## config.mk

```make
export PLATFORM = sky130hd
export DESIGN_NAME = map_rom_server
export DESIGN_NICKNAME = d
export VERILOG_FILES = /design/src/rtl/map_rom_server_pkg.sv /design/src/rtl/map_init_lfsr.sv /design/src/rtl/map_rom_server.sv
export SDC_FILE = /design/constraint.sdc
export NUM_CORES = 1
export LEC_CHECK = 0
export BUFFER_PORTS_ARGS = -buffer_cell sky130_fd_sc_hd__buf_2
export CAP_MARGIN = 20
export CORE_ASPECT_RATIO = 0.75
export CORE_MARGIN = 2
export CORE_UTILIZATION = 55
export DETAILED_ROUTE_END_ITERATION = 6
export HOLD_SLACK_MARGIN = 0.12
export PLACE_DENSITY_LB_ADDON = 0.08
export SETUP_SLACK_MARGIN = 0.05
export SLEW_MARGIN = 0
export SYNTH_ARGS = -nofsm -noshare
export SYNTH_HDL_FRONTEND = slang
export SYNTH_HIERARCHICAL = 1
export SYNTH_SLANG_ARGS = --single-unit
```

## constraint.sdc

```tcl
create_clock -name clk -period 15.4 [get_ports clk]
set_input_delay 1.54 -clock clk [delete_from_list [all_inputs] [get_ports clk]]
set_output_delay 1.54 -clock clk [all_outputs]
set_load 0.005 [all_outputs]
```

## src/rtl/map_rom_server_pkg.sv

```systemverilog
// Shared definitions for the map-cell server: cell encodings, default map
// geometry and the init LFSR feedback polynomial.
package map_rom_server_pkg;

  localparam int MAP_WBITS_DEF = 4;
  localparam int MAP_HBITS_DEF = 4;

  typedef logic [1:0] cell_t;

  localparam cell_t CELL_EMPTY  = 2'd0;
  localparam cell_t CELL_BLUE   = 2'd1;
  localparam cell_t CELL_YELLOW = 2'd2;
  localparam cell_t CELL_RED    = 2'd3;

  localparam logic [7:0] LFSR_TAPS = 8'hB8;

  // One step of the right-shifting Galois LFSR: lsb falls out, taps fold back in.
  function automatic logic [7:0] lfsr_next(input logic [7:0] s);
    return {1'b0, s[7:1]} ^ (s[0] ? LFSR_TAPS : 8'h00);
  endfunction

endpackage

```

## src/rtl/map_init_lfsr.sv

```systemverilog
// 8-bit Galois LFSR used to scatter interior blocks while the map is built.
// load reseeds (and wins over step); step advances one position.
module map_init_lfsr
  import map_rom_server_pkg::*;
#(
  parameter logic [7:0] SEED = 8'hA5
) (
  input  logic       clk,
  input  logic       load,
  input  logic       step,
  output logic [7:0] state
);

  // Seed on load, otherwise advance when asked.
  always_ff @(posedge clk) begin
    // NOTE: sequential state always uses non-blocking assignment so every
    // flop samples pre-edge values regardless of statement order.
    if (load) begin
      state <= SEED;
    end else if (step) begin
      state <= lfsr_next(state);
    end
  end

endmodule

```

## src/rtl/map_rom_server.sv

```systemverilog
// Map-cell responder: holds the map in flops, fills it after reset with
// border walls plus pseudo-random interior blocks, then serves a
// combinational overlay port, a registered tracer port and a write port.
module map_rom_server
  import map_rom_server_pkg::*;
#(
  parameter int         MAP_WBITS = MAP_WBITS_DEF,
  parameter int         MAP_HBITS = MAP_HBITS_DEF,
  parameter logic [7:0] LFSR_SEED = 8'hA5
) (
  input  logic                 clk,
  input  logic                 reset_n,
  input  logic [MAP_WBITS-1:0] i_ov_col,
  input  logic [MAP_HBITS-1:0] i_ov_row,
  output logic [1:0]           o_ov_val,
  input  logic                 i_tr_req,
  input  logic [MAP_WBITS-1:0] i_tr_col,
  input  logic [MAP_HBITS-1:0] i_tr_row,
  output logic                 o_tr_valid,
  output logic [1:0]           o_tr_val,
  input  logic                 i_wr_en,
  input  logic [MAP_WBITS-1:0] i_wr_col,
  input  logic [MAP_HBITS-1:0] i_wr_row,
  input  logic [1:0]           i_wr_val,
  output logic                 o_ready
);

  localparam int IBITS = MAP_WBITS + MAP_HBITS;
  localparam int CELLS = 1 << IBITS;

  localparam logic [0:0] ST_INIT  = 1'b0;
  localparam logic [0:0] ST_READY = 1'b1;

  logic [0:0]           state_q;
  logic [IBITS-1:0]     cnt_q;
  logic [7:0]           lfsr;
  cell_t                map_q [CELLS];
  logic                 in_init;
  logic [MAP_WBITS-1:0] init_col;
  logic [MAP_HBITS-1:0] init_row;
  logic                 on_border;
  cell_t                init_val;

  assign in_init  = (state_q == ST_INIT);
  assign o_ready  = (state_q == ST_READY);
  // Raster order with col fastest: the counter is simply {row, col}.
  assign init_col = cnt_q[MAP_WBITS-1:0];
  assign init_row = cnt_q[IBITS-1:MAP_WBITS];

  assign on_border = (init_col == '0) || (init_col == {MAP_WBITS{1'b1}}) ||
                     (init_row == '0) || (init_row == {MAP_HBITS{1'b1}});

  // Pick the value for the cell currently being initialised.
  always_comb begin
    // NOTE: default first so every path assigns init_val and no latch is inferred.
    init_val = CELL_EMPTY;
    if (on_border) begin
      init_val = CELL_BLUE;
    end else if (lfsr[7:6] == 2'b00) begin
      init_val = lfsr[1:0];
    end
  end

  // Reseed in reset, advance once per INIT cycle after its value is used.
  map_init_lfsr #(
    .SEED (LFSR_SEED)
  ) u_lfsr (
    .clk   (clk),
    .load  (!reset_n),
    .step  (reset_n && in_init),
    .state (lfsr)
  );

  // Init sequencer: walk every cell once, then park in READY until reset.
  always_ff @(posedge clk) begin
    if (!reset_n) begin
      state_q <= ST_INIT;
      cnt_q   <= '0;
    end else if (in_init) begin
      cnt_q <= cnt_q + 1'b1;
      if (cnt_q == {IBITS{1'b1}}) begin
        state_q <= ST_READY;
      end
    end
  end

  // Map storage: filled by the sequencer during INIT, edited by writes after.
  always_ff @(posedge clk) begin
    // NOTE: the map array has no reset; INIT rewrites every cell, so
    // resetting it would only add a wide reset fan-out for nothing.
    if (reset_n) begin
      if (in_init) begin
        map_q[cnt_q] <= init_val;
      end else if (i_wr_en) begin
        map_q[{i_wr_row, i_wr_col}] <= i_wr_val;
      end
    end
  end

  // Tracer response: one registered beat per request; reads see the pre-edge
  // map, so a same-edge write returns the old value.
  always_ff @(posedge clk) begin
    if (!reset_n) begin
      o_tr_valid <= 1'b0;
      o_tr_val   <= CELL_EMPTY;
    end else begin
      o_tr_valid <= o_ready && i_tr_req;
      if (o_ready && i_tr_req) begin
        o_tr_val <= map_q[{i_tr_row, i_tr_col}];
      end
    end
  end

  // Overlay read is combinational and blanked while the map is being built.
  assign o_ov_val = in_init ? CELL_EMPTY : map_q[{i_ov_row, i_ov_col}];

endmodule

```

* Yosys cells after proc, flatten, opt, wreduce, memory -nomap -nowiden
Memories as Yosys holds them, arrays and structs flattened. A register that Yosys moved wholly into a read port is not among the register bits.
Cells that the tools add are included.
** Storage, ports and cells
- Flip-flop bits (word level) :: 18
- Memories :: 1
- Bits of input ports :: 30
- Bits in writable memories :: 512
- Word-level logic and storage cells :: 37
** Memories
- map_q :: depth 256, bits a word 2, read ports 2, clocked after Yosys merged registers in 1, wr ports 1, RTL line map_rom_server.sv:37 : cell_t map_q [CELLS];
** Cells by class
- Bitwise gates (word level) :: 2
- Reduce and logical (&&, ||, !) cells :: 10
- Mux-type cells :: 16
- Eq/ne operators :: 3
- $add $sub $neg :: 1
** Operators by type and width (count)
- $mux W8 :: 2
- $mux W1 :: 10
- $add A8 B1 Y8 const B :: 1
- $eq A4 B4 Y1 const B :: 2
- $eq A8 B8 Y1 const B :: 1
- $logic_not A4 Y1 :: 2
- $mux W2 :: 4
- $xor A7 B8 Y8 :: 1
- $logic_or A1 B1 Y1 :: 3
- $logic_and A1 B1 Y1 :: 2
- $logic_not A2 Y1 :: 1
- $reduce_or A2 Y1 :: 1
- $logic_not A1 Y1 :: 1
- $not A1 Y1 :: 1

* Logic depth before layout (Yosys ltp)
Gate-level depths: netlist of run 1.
- Depth in word-level cells :: 6
- Mapped depth :: 12
- Depth with buffers taken out :: 7

* Hierarchy
The synthesis of run 1 kept the hierarchy.
** Modules (own cells, without submodules)
- map_rom_server :: sequential area each 15615.0 sq um, cells each 1626, area an instance 26045.0 sq um, times used 1
- map_init_lfsr :: sequential area each 160.2 sq um, cells each 30, area an instance 305.3 sq um, times used 1

* Worst setup path before layout of run 1
OpenSTA, ideal clock, no wires.
- Path type :: input -> register
- From :: input port reset_n
- To :: memory map_q[0][1] (netlist name) (data pin)
- Data arrival time :: 12102 ps
- Required time :: 13213 ps
- Cell stages on the path :: 4
- Library setup time :: 2187 ps
- Slack :: 1111 ps
- Buffers on the path :: 1
- Cells stage by stage :: nand3_1 -> clkbuf_1 -> nand4_1 -> o21ai_0
** Between the ends
- Word-level cells in the longest chain between the ends :: 4
** Ends and longest elaborated chain
- start: declaration :: RTL line map_rom_server.sv:12 : input logic reset_n,
- $mux W1 :: RTL line map_rom_server.sv:91 : if (reset_n) begin
- $mux W1 (not written as such) :: RTL line map_rom_server.sv:95 : map_q[{i_wr_row, i_wr_col}] <= i_wr_val;
- $reduce_or A2 Y1 (no line)
- $mux W2 (no line)
- end: declaration :: RTL line map_rom_server.sv:37
No other way between the ends.

* Worst setup path in the final report of run 1
- From :: input port i_ov_col[0]
- To :: output port o_ov_val[1]
** Between the ends
- Word-level cells in the longest chain between the ends :: 2
** Ends and longest elaborated chain
- start: declaration :: RTL line map_rom_server.sv:13 : input logic [MAP_WBITS-1:0] i_ov_col,
- $mem_v2 Z256 W2
- $mux W2 :: RTL line map_rom_server.sv:115 : assign o_ov_val = in_init ? CELL_EMPTY : map_q[{i_ov_row, i_ov_col}];
- end: declaration :: RTL line map_rom_server.sv:15 : output logic [1:0] o_ov_val,
No other way between the ends.

==> results.py, run 1 <==
metrics = {
    "drt": {
        "via_per_inst": 6.86,
        "drc_errors": 0,
        "routed_wirelength_um": 72300,
        "met1Wirelength_um": 30400,
        "wl_met3_um": 7880,
        "drt-wirelength-per-cell_um": 31.1,
        "detailroute.via_count": 15966,
        "met2_wl_post_dr_um": 32200,
        "dr.first_iter.drc_count": 1856,
        "top_layer": "met4",
        "drt-pass1-iter-count": 6,
        "final_antenna_net_count": 0,
    },
    "yosys": {
        "ys_types": 51,
        "ys_seq_elements": 532,
        "synthesized_net_count": 1688,
        "synthesis.area_um2": 26400,
        "yosys_most_used_dff": "edfxtp_1",
        "synth_enable_flop_cells": 512,
        "yosys_warnings": 6,
        "avgSynthCellArea_um2": 15.9,
        "seq_area_frac_synth_pct": 59.9,
        "asyncSetResetFlopFracSynth_pct": 0,
        "synthesized_netlist_cell_count": 1656,
    },
    "die": {
        "rows": 69,
        "initial_core_util_pct": 55.7,
        "chipWidth_um": 257,
        "fp.coreArea_um2": 47300,
        "boundaryPins": 36,
        "die-height_um": 194,
        "die-area_um2": 49700,
    },
    "sta": {
        "worst-slew-pin-transition_ns": 1.21,
        "report.final.slew_viol_count": 0,
        "setup_repair_after_global_routing_missed_its_margin": "false",
        "final_setup_tns_ns": 0,
        "final_hold_viol_count": 0,
        "layout_worst_path_cycle_share_pct": 45.8,
        "setup_ws_ns": 8.34,
        "max_clock_freq_ghz": 0.142,
        "maxSlewHeadroom_pct": 17.2,
        "setup_viol_count_final": 0,
        "finalCriticalPeriod_ns": 7.06,
        "fin_skew_ns": 0.0219,
    },
    "worst_setup_path": {
        "critPathRequiredTime_ns": 13.86,
        "worst-path-max-fanout": 45,
        "timing.critical_path.to_type": "output port",
        "timing.critical_path.slowest_stage_cell": "buf_4",
        "timing.reg2reg.worst_path_depth": 7,
        "rrSetupSlack_ns": 11.13,
        "worst_setup_path_start_kind": "input port",
        "cp_num_buf_inv": 4,
        "critical_path.reg2reg.endpoint": "map_q[116][1]",
        "worstSetupEndpoint": "o_ov_val[1]",
        "worstSetupPathType": "in2out",
        "crit-reg2reg-launch": "o_ready",
        "critical_path_arrival_ns": 5.52,
        "critical_path_cell_count": 9,
        "path_delay_family": "buffers and inverters",
        "crit_start": "i_ov_col[0]",
        "timing.critical_path.slowest_cell_delay_ns": 0.82,
        "path_cells": "clkbuf_8 > buf_4 > buf_4 > mux4_2 > mux4_2 > mux2i_1 > a21oi_1 > o2bb2ai_1 > buf_2",
    },
    "grt": {
        "grt_pass1_vias": 16266,
        "initial_antenna_violation_count": 1,
        "globalRouteTotalUtil_pct": 29.7,
        "global_route_wire_length_before_repair_um": 108000,
        "grt_start_max_net_pins": 257,
        "globalRouteOverflowTotal": 0,
    },
    "clock_network": {
        "cts_buffers": 53,
        "resize_count_post_cts": 0,
        "clock_latency_ns": 0.62,
        "clock_transition_at_path_regs_ns": 0.06,
        "cts_root_buf": "clkbuf_16",
        "h-tree-depth": 2,
        "cts_tree": "yes",
        "cts_num_sinks": 532,
        "hold_buffers": 0,
        "post-cts-setup-buffers": 0,
        "ctsLongestPathBuffers": 3,
    },
    "place": {
        "placement.io_buffers": 35,
        "detailed_place_hpwl_um": 45500,
        "gp_congestion": 0.867,
        "post-place-ws_ns": 8.20,
    },
    "power_and_ir_drop": {
        "vdd.ir_drop.worst_uv": 79.7,
        "power-per-cell-area_nw_per_um2": 107,
        "cell_leakage_power_uw": 0.00903,
    },
    "final_layout": {
        "synthToLayoutAreaGrowth_pct": 9.09,
        "layout-drive-gt1-share_pct": 25.9,
        "finalNetCount": 1681,
    },
    "worst_hold_path": {
        "worstHoldPathType": "reg2reg",
        "hold_path_startpoint": "u_lfsr/state[3]",
    },
    "flow_run": {
        "maxCapViolations": 0,
    },
    "run_status": {
        "outcome": "finished, final reports clean",
    },
}
==> registers in the layout, summed over array words and instances, names as in the netlist <==
register	count
o_tr_val	2
o_ready	1
cnt_q	8
map_q	512
o_tr_valid	1
u_lfsr/state	8
==> where the power goes <==
| part | leakage (µW) | total, µW | internal, µW | switching (µW) |
|---|---|---|---|---|
| Clock | 0.000834 | 1320 | 746 | 569 |
| Combinational | 0.00323 | 204 | 87.1 | 117 |
| Sequential | 0.00497 | 1570 | 1560 | 2.82 |
==> metrics by stage <==
step	instances	hold slack, ns	utilization, %	power [µW]	cell area, µm²
finish	2329	0.484	60.8	3090	28700
global route	2329	0.508	60.8	3170	28700
CTS	2326	0.483	60.7	3100	28700
detailed placement	2231	0.466	57.0	1800	27000
global placement	2229	0.459	57.0	1800	27000
floorplan	1656	0.441	-	1740	26400
==> Yosys cell counts, drive strengths merged, types with 2 or more instances <==
cell	count	area, µm²
clkbuf	58	219
a22oi	9	67.6
nand3	41	205
nor2	291	1090
nor2b	26	163
o31ai	5	37.5
nand2	95	357
nand2b	6	37.5
o21a	2	15.0
o211ai	3	22.5
mux4	267	6010
a31oi	9	56.3
o32ai	2	17.5
edfxtp	512	15400
mux2i	55	551
inv	13	48.8
a2111oi	20	181
a221oi	2	17.5
nand3b	17	128
xnor2	5	43.8
mux2	14	158
or2	2	12.5
dfxtp	20	400
nor3	9	45.0
a21oi	15	75.1
xor2	4	35.0
o22ai	14	87.6
a22o	2	17.5
a211oi	11	82.6
and3	2	12.5
nor4	6	37.5
nand4	9	56.3
or3	4	25.0
o21ai	18	90.1
buf	76	458
nand4b	2	17.5
ha	2	25.0
==> worst min-delay path, delay by kind of cell, from the launching register on <==
family	cells	cell delay, ns
flip-flops	1	0.33
multiplexers	1	0.07
AND/OR/NAND/NOR	1	0.06
==> cell type report <==
class                           count  area [µm²]
Timing Repair Buffer               72         515
Clock buffer                       56        1340
Inverter                           13        48.8
Fill cell                        3546       18600
Sequential cell                   532       15800
Antenna cell                        1        2.50
Tap cell                          639         800
Multi-Input combinational cell    977        9870
Clock inverter                     39         398
==> kinds of logic (layout without fill, tap and decap cells) <==
family | count (synthesis) | in the layout | share of synthesized area (%)
flip-flops | 532 | 532 | 59.9
AND/OR/NAND/NOR | 514 | 514 | 8.43
multiplexers | 336 | 336 | 25.5
buffers and inverters | 147 | 180 | 2.75
AO/OA/AOI/OAI | 116 | 116 | 3.05
XOR/XNOR | 9 | 9 | 0.299
adder cells (fa/ha/maj) | 2 | 2 | 0.0950
other | 0 | 1 | 0
==> cells in the final DEF, fill, tap and decap left out, types with 3 or more instances in the layout <==
cell type and instances:
edfxtp_1 512, nor2_1 290, mux4_2 267, nand2_1 95, mux2i_1 55, clkbuf_16 53
nand3_1 41, buf_4 33, buf_2 30, nor2b_1 26, dfxtp_1 20, a2111oi_0 19
nand3b_1 17, a21oi_1 15, clkinv_1 15, o21ai_0 14, mux2_2 14, o22ai_1 14
inv_1 12, a211oi_1 11, a22oi_1 9, nor3_1 9, nand4_1 9, a31oi_1 9
clkinv_2 7, bufinv_16 7, nor4_1 6, nand2b_1 6, o31ai_1 5, xnor2_1 5
clkinvlp_4 5, or3_1 4, xor2_1 4, o211ai_1 3, o21ai_1 3, clkbuf_1 3
buf_6 3, buf_8 3
==> routing by layer <==
metal,vias to the layer above,global-route usage (%)
met5,-,0
met4,0,8.35
met3,96,7.29
met2,879,43.7
met1,8362,44.8
li1,6629,-
==> worst min-delay path by stage <==
stage	to	slack (ns)	cells past startpoint
detailed placement	u_lfsr/state[2]	0.47	2
global route	u_lfsr/state[3]	0.51	2
global placement	u_lfsr/state[2]	0.46	2
floorplan	u_lfsr/state[2]	0.44	2
finish	u_lfsr/state[2]	0.48	2
CTS	u_lfsr/state[2]	0.48	2
Power figures use the tool's default switching activity.
==> run 2: changes to the inputs <==
Settings changed: ABC_AREA set to 1.
Clock period 15.4 ns to 7.35 ns, I/O delays scaled along.
==> results.py, run 2 <==
metrics = {
    "run_status": {
        "outcome": "finished with violations",
        "failed_checks": "DRC",
    },
    "drt": {
        "via_per_inst": 6.28,
        "final_antenna_net_count": 0,
        "detailroute.via_count": 24615,
        "drt-wirelength-per-cell_um": 23.6,
        "dr.first_iter.drc_count": 3528,
        "drc_errors": 2,
        "routed_wirelength_um": 92300,
        "drt-pass1-iter-count": 7,
    },
    "yosys": {
        "yosys-top-cells-area": "edfxtp_1, nand3_1, nand2_1",
        "synthesis.area_um2": 27900,
        "asyncSetResetFlopFracSynth_pct": 0,
        "ys_seq_elements": 532,
        "synth_area_leader_cell": "edfxtp_1",
        "ys_types": 33,
        "netlist_top_cells_count": "nand2_1, nand3_1, edfxtp_1",
        "synthesized_netlist_cell_count": 3340,
        "synthesized_net_count": 3372,
        "seq_area_frac_synth_pct": 56.5,
        "post-synth-top-count-cell": "nand2_1",
        "yosys_warnings": 6,
        "yosys_most_used_dff": "edfxtp_1",
        "avgSynthCellArea_um2": 8.36,
        "synth_enable_flop_cells": 512,
        "synth_top_area_share_pct": 55.0,
    },
    "sta": {
        "maxSlewHeadroom_pct": 16.9,
        "final_hold_viol_count": 0,
        "setup_viol_count_final": 0,
        "setup_repair_after_global_routing_missed_its_margin": "false",
        "fin_skew_ns": 0.0113,
        "worst-slew-pin-transition_ns": 1.24,
        "report.final.slew_viol_count": 0,
        "final_setup_tns_ns": 0,
        "layout_worst_path_cycle_share_pct": 70.9,
        "finalCriticalPeriod_ns": 5.21,
        "max_clock_freq_ghz": 0.192,
    },
    "worst_setup_path": {
        "path_cells": "clkbuf_8 > inv_6 > buf_4 > nand2_1 > nand3_1 > nand3_1 > nand3_1 > nand2_1 > o21ai_0 > nand2_1 > nand3_1 > nand3_1 > a21oi_1 > buf_2",
        "critPathMostFrequentCell": "nand3_1",
        "worst_setup_path_start_kind": "input port",
        "worstSetupPathType": "in2out",
        "timing.critical_path.slowest_cell_delay_ns": 0.83,
        "timing.critical_path.slowest_stage_cell": "inv_6",
        "critPathRequiredTime_ns": 6.61,
        "worst-path-max-fanout": 124,
        "timing.critical_path.to_type": "output port",
        "critical_path_arrival_ns": 4.48,
    },
    "power_and_ir_drop": {
        "power-per-cell-area_nw_per_um2": 218,
        "total_power_uw": 6530,
        "cell_leakage_power_uw": 0.0110,
        "vdd.ir_drop.worst_uv": 213,
    },
    "final_layout": {
        "largest_registers": "map_q x512, cnt_q x8, u_lfsr/state x8",
        "seq_area_um2": 15800,
        "layout-drive-gt1-share_pct": 5.77,
        "filler_cell_count": 4384,
        "synthToLayoutAreaGrowth_pct": 7.13,
        "largest_register_ffs": 512,
        "layout_common_cells": "nand2_1, nand3_1, edfxtp_1",
        "multi_input_comb_area_um2": 10800,
        "registers.top_by_ff_count": "map_q",
        "finalNetCount": 3249,
        "final_common_cell": "nand2_1",
    },
    "clock_network": {
        "resize_count_post_cts": 0,
        "post-cts-setup-buffers": 0,
        "cts_root_buf": "clkbuf_16",
        "clock_transition_at_path_regs_ns": 0.06,
        "cts_tree": "yes",
        "clock_latency_ns": 0.60,
        "cts_buffers": 52,
        "hold_buffers": 0,
        "ctsLongestPathBuffers": 3,
        "h-tree-depth": 2,
        "cts_num_sinks": 532,
    },
    "grt": {
        "grt_start_max_net_pins": 172,
        "globalRouteTotalUtil_pct": 34.9,
        "globalRouteOverflowTotal": 0,
        "grt_pass1_vias": 22878,
        "global_route_wire_length_before_repair_um": 138000,
        "initial_antenna_violation_count": 2,
    },
    "die": {
        "rows": 71,
        "chipWidth_um": 264,
        "die-height_um": 199,
        "initial_core_util_pct": 55.7,
        "fp.coreArea_um2": 50200,
        "die-area_um2": 52600,
        "boundaryPins": 36,
    },
    "flow_run": {
        "maxCapViolations": 0,
    },
    "place": {
        "gp_congestion": 0.940,
        "detailed_place_hpwl_um": 53700,
        "placement.io_buffers": 35,
    },
    "worst_hold_path": {
        "worstHoldPathType": "in2reg",
    },
}
[run 2: cell families after synthesis]
kind of cell,after synthesis,share of synthesized area (%)
adders and majority gates,2,0.0896
and+or+nand+nor,2421,37.1
buffers and inverters,326,5.02
DFF,532,56.5
AOI/OAI and AO/OA,59,1.32
[run 2: final timing paths]
path | start | end | slack (ns) | depth (start not counted)
max | i_ov_col[0] | o_ov_val[1] | 2.14 | 14
min reg2reg | u_lfsr/state[2] | u_lfsr/state[2] | 0.46 | 2
max reg2reg | o_ready | map_q[226][1] | 3.70 | 6
min | i_tr_req | o_tr_valid | 0.39 | 3
[run 2: cell type report]
type	instances	area share (%)
flip-flops and latches	532	52.7
well taps	657	2.75
clock inverters	27	0.773
inverters	72	0.970
repair buffers	77	1.98
multi-input cells	2482	36.0
clock buffers	69	4.77
diodes	2	0.0167
[run 2: worst max-delay path: cells and delay by family]
family / cells / cell delay (ns)
AOI/OAI and AO/OA: 2 / 0.85
buffers and inverters: 4 / 2.03
and+or+nand+nor: 8 / 0.75
[run 2: layer usage]
layer / wire (µm) / track usage [%]
met3: 11100 / 7.58
met4: 4080 / 15.5
met5: 0 / 0
met1: 36900 / 48.6
met2: 40300 / 52.8
[run 2: per-stage QoR]
stage	instances	utilization (%)	hold WS (ns)	worst slack (ns)	instance area [µm²]
3_3_place_gp	3816	56.1	0.442	2.29	28200
5_1_grt	3917	59.6	0.406	1.89	29900
3_5_place_dp	3817	56.2	0.449	2.28	28200
2_1_floorplan	3340	-	0.430	0.887	27900
6_report	3918	59.6	0.387	2.14	29900
4_1_cts	3913	59.5	0.369	2.27	29900
[run 2: power by group]
part,internal (µW),switching [µW]
logic,150,437
registers,3280,4.23
clock network,1500,1170
total,4930,1610
